## src/rtl/uart_tx.sv

```systemverilog
// 8N1 UART transmitter: one byte per valid/ready handshake, sent LSB-first on a registered line.
// Define UART_TX_PARITY_EN to insert an even-parity bit between the data bits and the stop bit.
module uart_tx #(
    parameter int CLKS_1200 = 41667,
    parameter int CLKS_2400 = 20833,
    parameter int CLKS_4800 = 10417,
    parameter int CLKS_9600 = 5208
) (
    input  logic       clkRx,
    input  logic       resetreg,
    input  logic [1:0] baudRate,
    input  logic [7:0] txData,
    input  logic       txValid,
    output logic       txReady,
    output logic       serialOutput,
    output logic       busy,
    output logic       txDone
);

    localparam int MAX_LO  = (CLKS_1200 > CLKS_2400) ? CLKS_1200 : CLKS_2400;
    localparam int MAX_HI  = (CLKS_4800 > CLKS_9600) ? CLKS_4800 : CLKS_9600;
    localparam int MAX_CPB = (MAX_LO > MAX_HI) ? MAX_LO : MAX_HI;
    localparam int CNT_W   = $clog2(MAX_CPB + 1);

`ifdef UART_TX_PARITY_EN
    typedef enum logic [2:0] {IDLE, START, DATA, PARITY, STOP} state_t;
`else
    typedef enum logic [1:0] {IDLE, START, DATA, STOP} state_t;
`endif

    state_t             state_reg, state_next;
    logic [CNT_W-1:0]   clk_cnt_reg, clk_cnt_next;
    logic [CNT_W-1:0]   cpb_reg, cpb_next;
    logic [CNT_W-1:0]   cpb_sel;
    logic [2:0]         bit_cnt_reg, bit_cnt_next;
    logic [7:0]         shift_reg, shift_next;
    logic               serial_reg, serial_next;
    logic               bit_end;
`ifdef UART_TX_PARITY_EN
    logic               parity_reg, parity_next;
`endif

    always_comb begin
        case (baudRate)
            2'd0:    cpb_sel = CNT_W'(CLKS_1200);
            2'd1:    cpb_sel = CNT_W'(CLKS_2400);
            2'd2:    cpb_sel = CNT_W'(CLKS_4800);
            default: cpb_sel = CNT_W'(CLKS_9600);
        endcase
    end

    // Last clock of the current bit period; the rate is frozen in cpb_reg at accept.
    assign bit_end = (clk_cnt_reg == (cpb_reg - CNT_W'(1)));

    always_comb begin
        state_next   = state_reg;
        clk_cnt_next = clk_cnt_reg;
        cpb_next     = cpb_reg;
        bit_cnt_next = bit_cnt_reg;
        shift_next   = shift_reg;
        serial_next  = serial_reg;
`ifdef UART_TX_PARITY_EN
        parity_next  = parity_reg;
`endif
        case (state_reg)
            IDLE: begin
                serial_next = 1'b1;
                if (txValid && txReady) begin
                    shift_next   = txData;
                    cpb_next     = cpb_sel;
                    clk_cnt_next = '0;
                    bit_cnt_next = '0;
                    state_next   = START;
                    serial_next  = 1'b0;
`ifdef UART_TX_PARITY_EN
                    parity_next  = ^txData;
`endif
                end
            end
            START: begin
                if (bit_end) begin
                    clk_cnt_next = '0;
                    state_next   = DATA;
                    serial_next  = shift_reg[0];
                end else begin
                    clk_cnt_next = clk_cnt_reg + CNT_W'(1);
                end
            end
            DATA: begin
                if (bit_end) begin
                    clk_cnt_next = '0;
                    shift_next   = {1'b0, shift_reg[7:1]};
                    if (bit_cnt_reg == 3'd7) begin
                        bit_cnt_next = '0;
`ifdef UART_TX_PARITY_EN
                        state_next   = PARITY;
                        serial_next  = parity_reg;
`else
                        state_next   = STOP;
                        serial_next  = 1'b1;
`endif
                    end else begin
                        bit_cnt_next = bit_cnt_reg + 3'd1;
                        serial_next  = shift_reg[1];
                    end
                end else begin
                    clk_cnt_next = clk_cnt_reg + CNT_W'(1);
                end
            end
`ifdef UART_TX_PARITY_EN
            PARITY: begin
                if (bit_end) begin
                    clk_cnt_next = '0;
                    state_next   = STOP;
                    serial_next  = 1'b1;
                end else begin
                    clk_cnt_next = clk_cnt_reg + CNT_W'(1);
                end
            end
`endif
            STOP: begin
                serial_next = 1'b1;
                if (bit_end) begin
                    clk_cnt_next = '0;
                    state_next   = IDLE;
                end else begin
                    clk_cnt_next = clk_cnt_reg + CNT_W'(1);
                end
            end
            default: begin
                state_next  = IDLE;
                serial_next = 1'b1;
            end
        endcase
    end

    // Reset aborts any frame at once; the line returns high with no stop bit.
    always_ff @(posedge clkRx or posedge resetreg) begin
        if (resetreg) begin
            state_reg   <= IDLE;
            clk_cnt_reg <= '0;
            cpb_reg     <= CNT_W'(CLKS_9600);
            bit_cnt_reg <= '0;
            shift_reg   <= '0;
            serial_reg  <= 1'b1;
`ifdef UART_TX_PARITY_EN
            parity_reg  <= 1'b0;
`endif
        end else begin
            state_reg   <= state_next;
            clk_cnt_reg <= clk_cnt_next;
            cpb_reg     <= cpb_next;
            bit_cnt_reg <= bit_cnt_next;
            shift_reg   <= shift_next;
            serial_reg  <= serial_next;
`ifdef UART_TX_PARITY_EN
            parity_reg  <= parity_next;
`endif
        end
    end

    assign serialOutput = serial_reg;
    assign txReady      = (state_reg == IDLE);
    assign busy         = (state_reg != IDLE);
    assign txDone       = (state_reg == STOP) && bit_end;

endmodule
```

## config.mk

```make
export PLATFORM = sky130hd
export DESIGN_NAME = uart_tx
export DESIGN_NICKNAME = d
export VERILOG_FILES = /design/src/rtl/uart_tx.sv
export SDC_FILE = /design/constraint.sdc
export NUM_CORES = 1
export LEC_CHECK = 0
export CAP_MARGIN = 15
export CORE_MARGIN = 4
export CORE_UTILIZATION = 36
export DETAILED_ROUTE_END_ITERATION = 10
export DONT_BUFFER_PORTS = 1
export GPL_ROUTABILITY_DRIVEN = 0
export GPL_TIMING_DRIVEN = 0
export SYNTH_ARGS = -nofsm -noshare
export SYNTH_HDL_FRONTEND = slang
export SYNTH_SLANG_ARGS = --single-unit
```

## constraint.sdc

```tcl
create_clock -name clkRx -period 2.96 [get_ports clkRx]
set_input_delay 0 -clock clkRx [delete_from_list [all_inputs] [get_ports clkRx]]
set_output_delay 0 -clock clkRx [all_outputs]
set_load 0.03 [all_outputs]
```

==> qor.yml <==
power:
  swShare: 0.457
  p_sw_mw: 1.51
  p_leak_nw: 1.36
  p_int_mw: 1.80
  irDropWorstVdd_uv: 325
  power_density_mw_per_mm2: 983
  power_frac_clock: 0.138
  combPwrFrac: 0.574
  seq_power_share: 0.288
logic_synthesis:
  yosys_most_used_dff: "dfrtp_1"
  yosysWarnings: 0
  netlist_top_cells_count: "nor2_1 (46), dfrtp_1 (35), nand2_1 (30), inv_1 (24), o21ai_0 (17)"
  synth_fp_nets: 349
  synth-seq-area-share: 0.357
  synth_top_area_share: 0.310
  yosys.area.top_type: "dfrtp_1"
  netlist_area_mm2: 0.00282
  synth-seq-cells: 40
  ys_top_cells_by_area: "dfrtp_1 (31%), ha_1 (7.1%), nor2_1 (6.1%)"
  synthArstFlopShare: 1.00
  syn_inst: 320
  yosysMostFrequentCell: "nor2_1"
  ys_types: 61
  synth_edf_count: 0
  synth_area_per_cell_um2: 8.82
critical_path:
  cp_num_buf_inv: 2
  cp.depth: 10
  worstPathArrival_ns: 3.17
  cp_top_family: "simple AND/OR/NAND/NOR gates"
  worst_setup_path_start_kind: "flop"
  slowest_delay_ns: 0.53
  crit_slowest_cell: "or4_4"
  crit_chain: "clkinv_4 -> ha_4 -> or3b_4 -> or4_4 -> a22oi_2 -> nand4_4 -> nor4_4 -> buf_4 -> mux2_4 -> o211ai_1"
  critPathRequiredTime_ns: 3.18
  critical_path.startpoint: "cpb_reg[9]$_DFFE_PP0P_"
  cp_max_fo: 5
  rr_worst_depth: 10
  end_kind: "flop"
  worstReg2RegStart: "cpb_reg[9]$_DFFE_PP0P_"
  criticalPathCategory: "flop to flop"
placed_design:
  port_buffers: 0
  dp_hpwl_um: 4690
floorplanning:
  start_util: 0.367
  fp.coreArea_mm2: 0.00769
  die_h_um: 96.6
  ios: 17
  rows: 32
  design.die.area_mm2: 0.00932
  die_w_um: 96.6
flow_run:
  max-cap-violations: 0
sta:
  finClkSkew_ns: 0.00535
  fin_crit_sh: 0.998
  hold_viol_final: 0
  timing.slew.headroom: 0.427
  setup_violations: 0
  period_needed_ns: 2.95
  worst_hold_slack_ns: 0.00317
  drv_slew: 0
  rsz0062_at_grt: "yes"
  finalSetupTns_ns: 0
  worst_pin_slew_ns: 0.860
  fmax_mhz: 338
cts:
  clock_sinks: 40
  cts_made_buffers: 5
  clk_path_buf_depth: 2
  clock-root-buffer: "clkbuf_8"
  path_clk_slew_ns: 0.08
  cts_tree: "yes"
  worst_skew_pair.late_latency_ns: 0.30
  cts_max_level: 2
global_routing:
  grt_pass1_wl_um: 11500
  antenna_found_initial: 0
  grt.overflow.total: 0
  grt_max_degree: 41
  grt_pass1_vias: 2284
  track_usage: 0.158
detailed_routing:
  detail-route-antenna-nets: 0
  drc_errors: 0
  first_pass_iters: 4
  drtIter0Drc: 144
  vias: 2353
  wl_per_cell_um: 15.7
  via_per_inst: 5.29
  routed_wl_um: 6970
finish:
  area_growth_pct: 19.2
  antennaDiodeCount: 0
  fillers: 752
  fin_nets: 371
  largest_reg_flops: 16
  drive_above_1_share: 0.242
min_path:
  min-delay-path-class: "primary input to flop"
  hold_path_depth: 4
  hp-start: "txData[0]"
run_status:
  status: "finished, final reports clean"
[metal layers]
metal | up-vias | routed length [um] | track usage
li1 | 1175 | - | -
met1 | 1149 | 3400 | 0.228
met2 | 20 | 3340 | 0.240
met3 | 9 | 124 | 0.0279
met4 | 0 | 102 | 0.0526
met5 | - | 0 | 0
[worst register-to-register path, delay by kind of cell, from the launching register on]
kind	cells	cell delay [ns]
simple gates	4	1.39
flops	1	0.44
compound gates	2	0.35
buf+inv	2	0.24
mux	1	0.29
fa+ha+maj	1	0.16
[repair_timing]
| action | 4_1_cts | 5_1_grt |
|---|---|---|
| setup buffers | 13 | 2 |
| gates resized for setup | 16 | 34 |
| hold buffers | 2 | 0 |
| setup endpoints to repair | 28 | 31 |
| cloned | 0 | 2 |
| pin swaps | 9 | 15 |
| endpoints found under the hold margin | 36 | 0 |
[cell usage in the layout, fill, tap and decap left out, types with 4 or more instances in the layout]
| master | Yosys | routed |
|---|---|---|
| clkbuf_8 | 2 | 6 |
| nor4_4 | 1 | 4 |
| nand2_1 | 30 | 30 |
| nand4_1 | 5 | 5 |
| o31ai_1 | 4 | 4 |
| a21oi_1 | 11 | 11 |
| inv_1 | 24 | 21 |
| mux2_2 | 5 | 4 |
| nand3_1 | 6 | 6 |
| ha_1 | 16 | 14 |
| buf_4 | 0 | 13 |
| nor2_1 | 46 | 36 |
| xnor2_1 | 13 | 13 |
| xor2_1 | 12 | 12 |
| or3_1 | 5 | 5 |
| dfrtp_1 | 35 | 34 |
| nor2_2 | 0 | 8 |
| nor3_1 | 9 | 6 |
| nor4_1 | 7 | 4 |
| a221oi_1 | 7 | 7 |
| dfstp_2 | 5 | 5 |
| buf_6 | 3 | 5 |
| clkbuf_1 | 5 | 6 |
| o21ai_0 | 17 | 12 |
[layout make-up]
cell class | instances | area (um2) | share of cell area
clock inverter | 2 | 35.0 | 0.0104
buffer | 10 | 70.1 | 0.0208
timing repair buffer | 17 | 140 | 0.0417
multi-input combinational | 244 | 1820 | 0.540
clock buffer | 6 | 72.6 | 0.0216
tap | 102 | 128 | 0.0379
inverter | 24 | 95.1 | 0.0283
sequential | 40 | 1010 | 0.300
[power groups by stage]
stage	combinational, mW	clock [mW]	sequential (mW)
6_report	1.90	0.456	0.952
5_1_grt	2.08	0.486	0.986
4_1_cts	1.75	0.462	0.928
3_5_place_dp	1.52	0	0.940
3_3_place_gp	1.50	0	0.936
2_1_floorplan	1.25	0	0.890
[through the flow]
stage | setup WS [ns] | power, mW | utilization | instances | area (um2)
global placement | -0.284 | 2.44 | 0.387 | 422 | 2970
global route | -0.107 | 3.55 | 0.438 | 445 | 3360
floorplan | 0.0304 | 2.14 | - | 320 | 2850
finish | 0.00532 | 3.31 | 0.438 | 445 | 3360
detailed placement | -0.302 | 2.46 | 0.387 | 422 | 2970
CTS | -0.0606 | 3.14 | 0.424 | 444 | 3260
[worst paths after layout]
path | to | slack [ns]
worst max-delay path | state_reg[0]$_DFFE_PP0P_ | 0.005
worst min register to register | cpb_reg[12]$_DFFE_PP1P_ | 0.49
worst min-delay path | shift_reg[0]$_DFFE_PP0P_ | 0.003
max in group asynchronous | cpb_reg[9]$_DFFE_PP0P_ | 2.03
min in group asynchronous | shift_reg[4]$_DFFE_PP0P_ | 0.33
worst max register to register | state_reg[0]$_DFFE_PP0P_ | 0.005
[kinds of logic after synthesis]
group                    synth area share
buffers and inverters              0.0652
XOR/XNOR                           0.0776
multiplexers                       0.0270
adder cells (fa/ha/maj)            0.0709
flip-flops                          0.357
AO/OA/AOI/OAI                       0.160
AND/OR/NAND/NOR                     0.242
No activity file was read; power rests on OpenSTA's default activity.
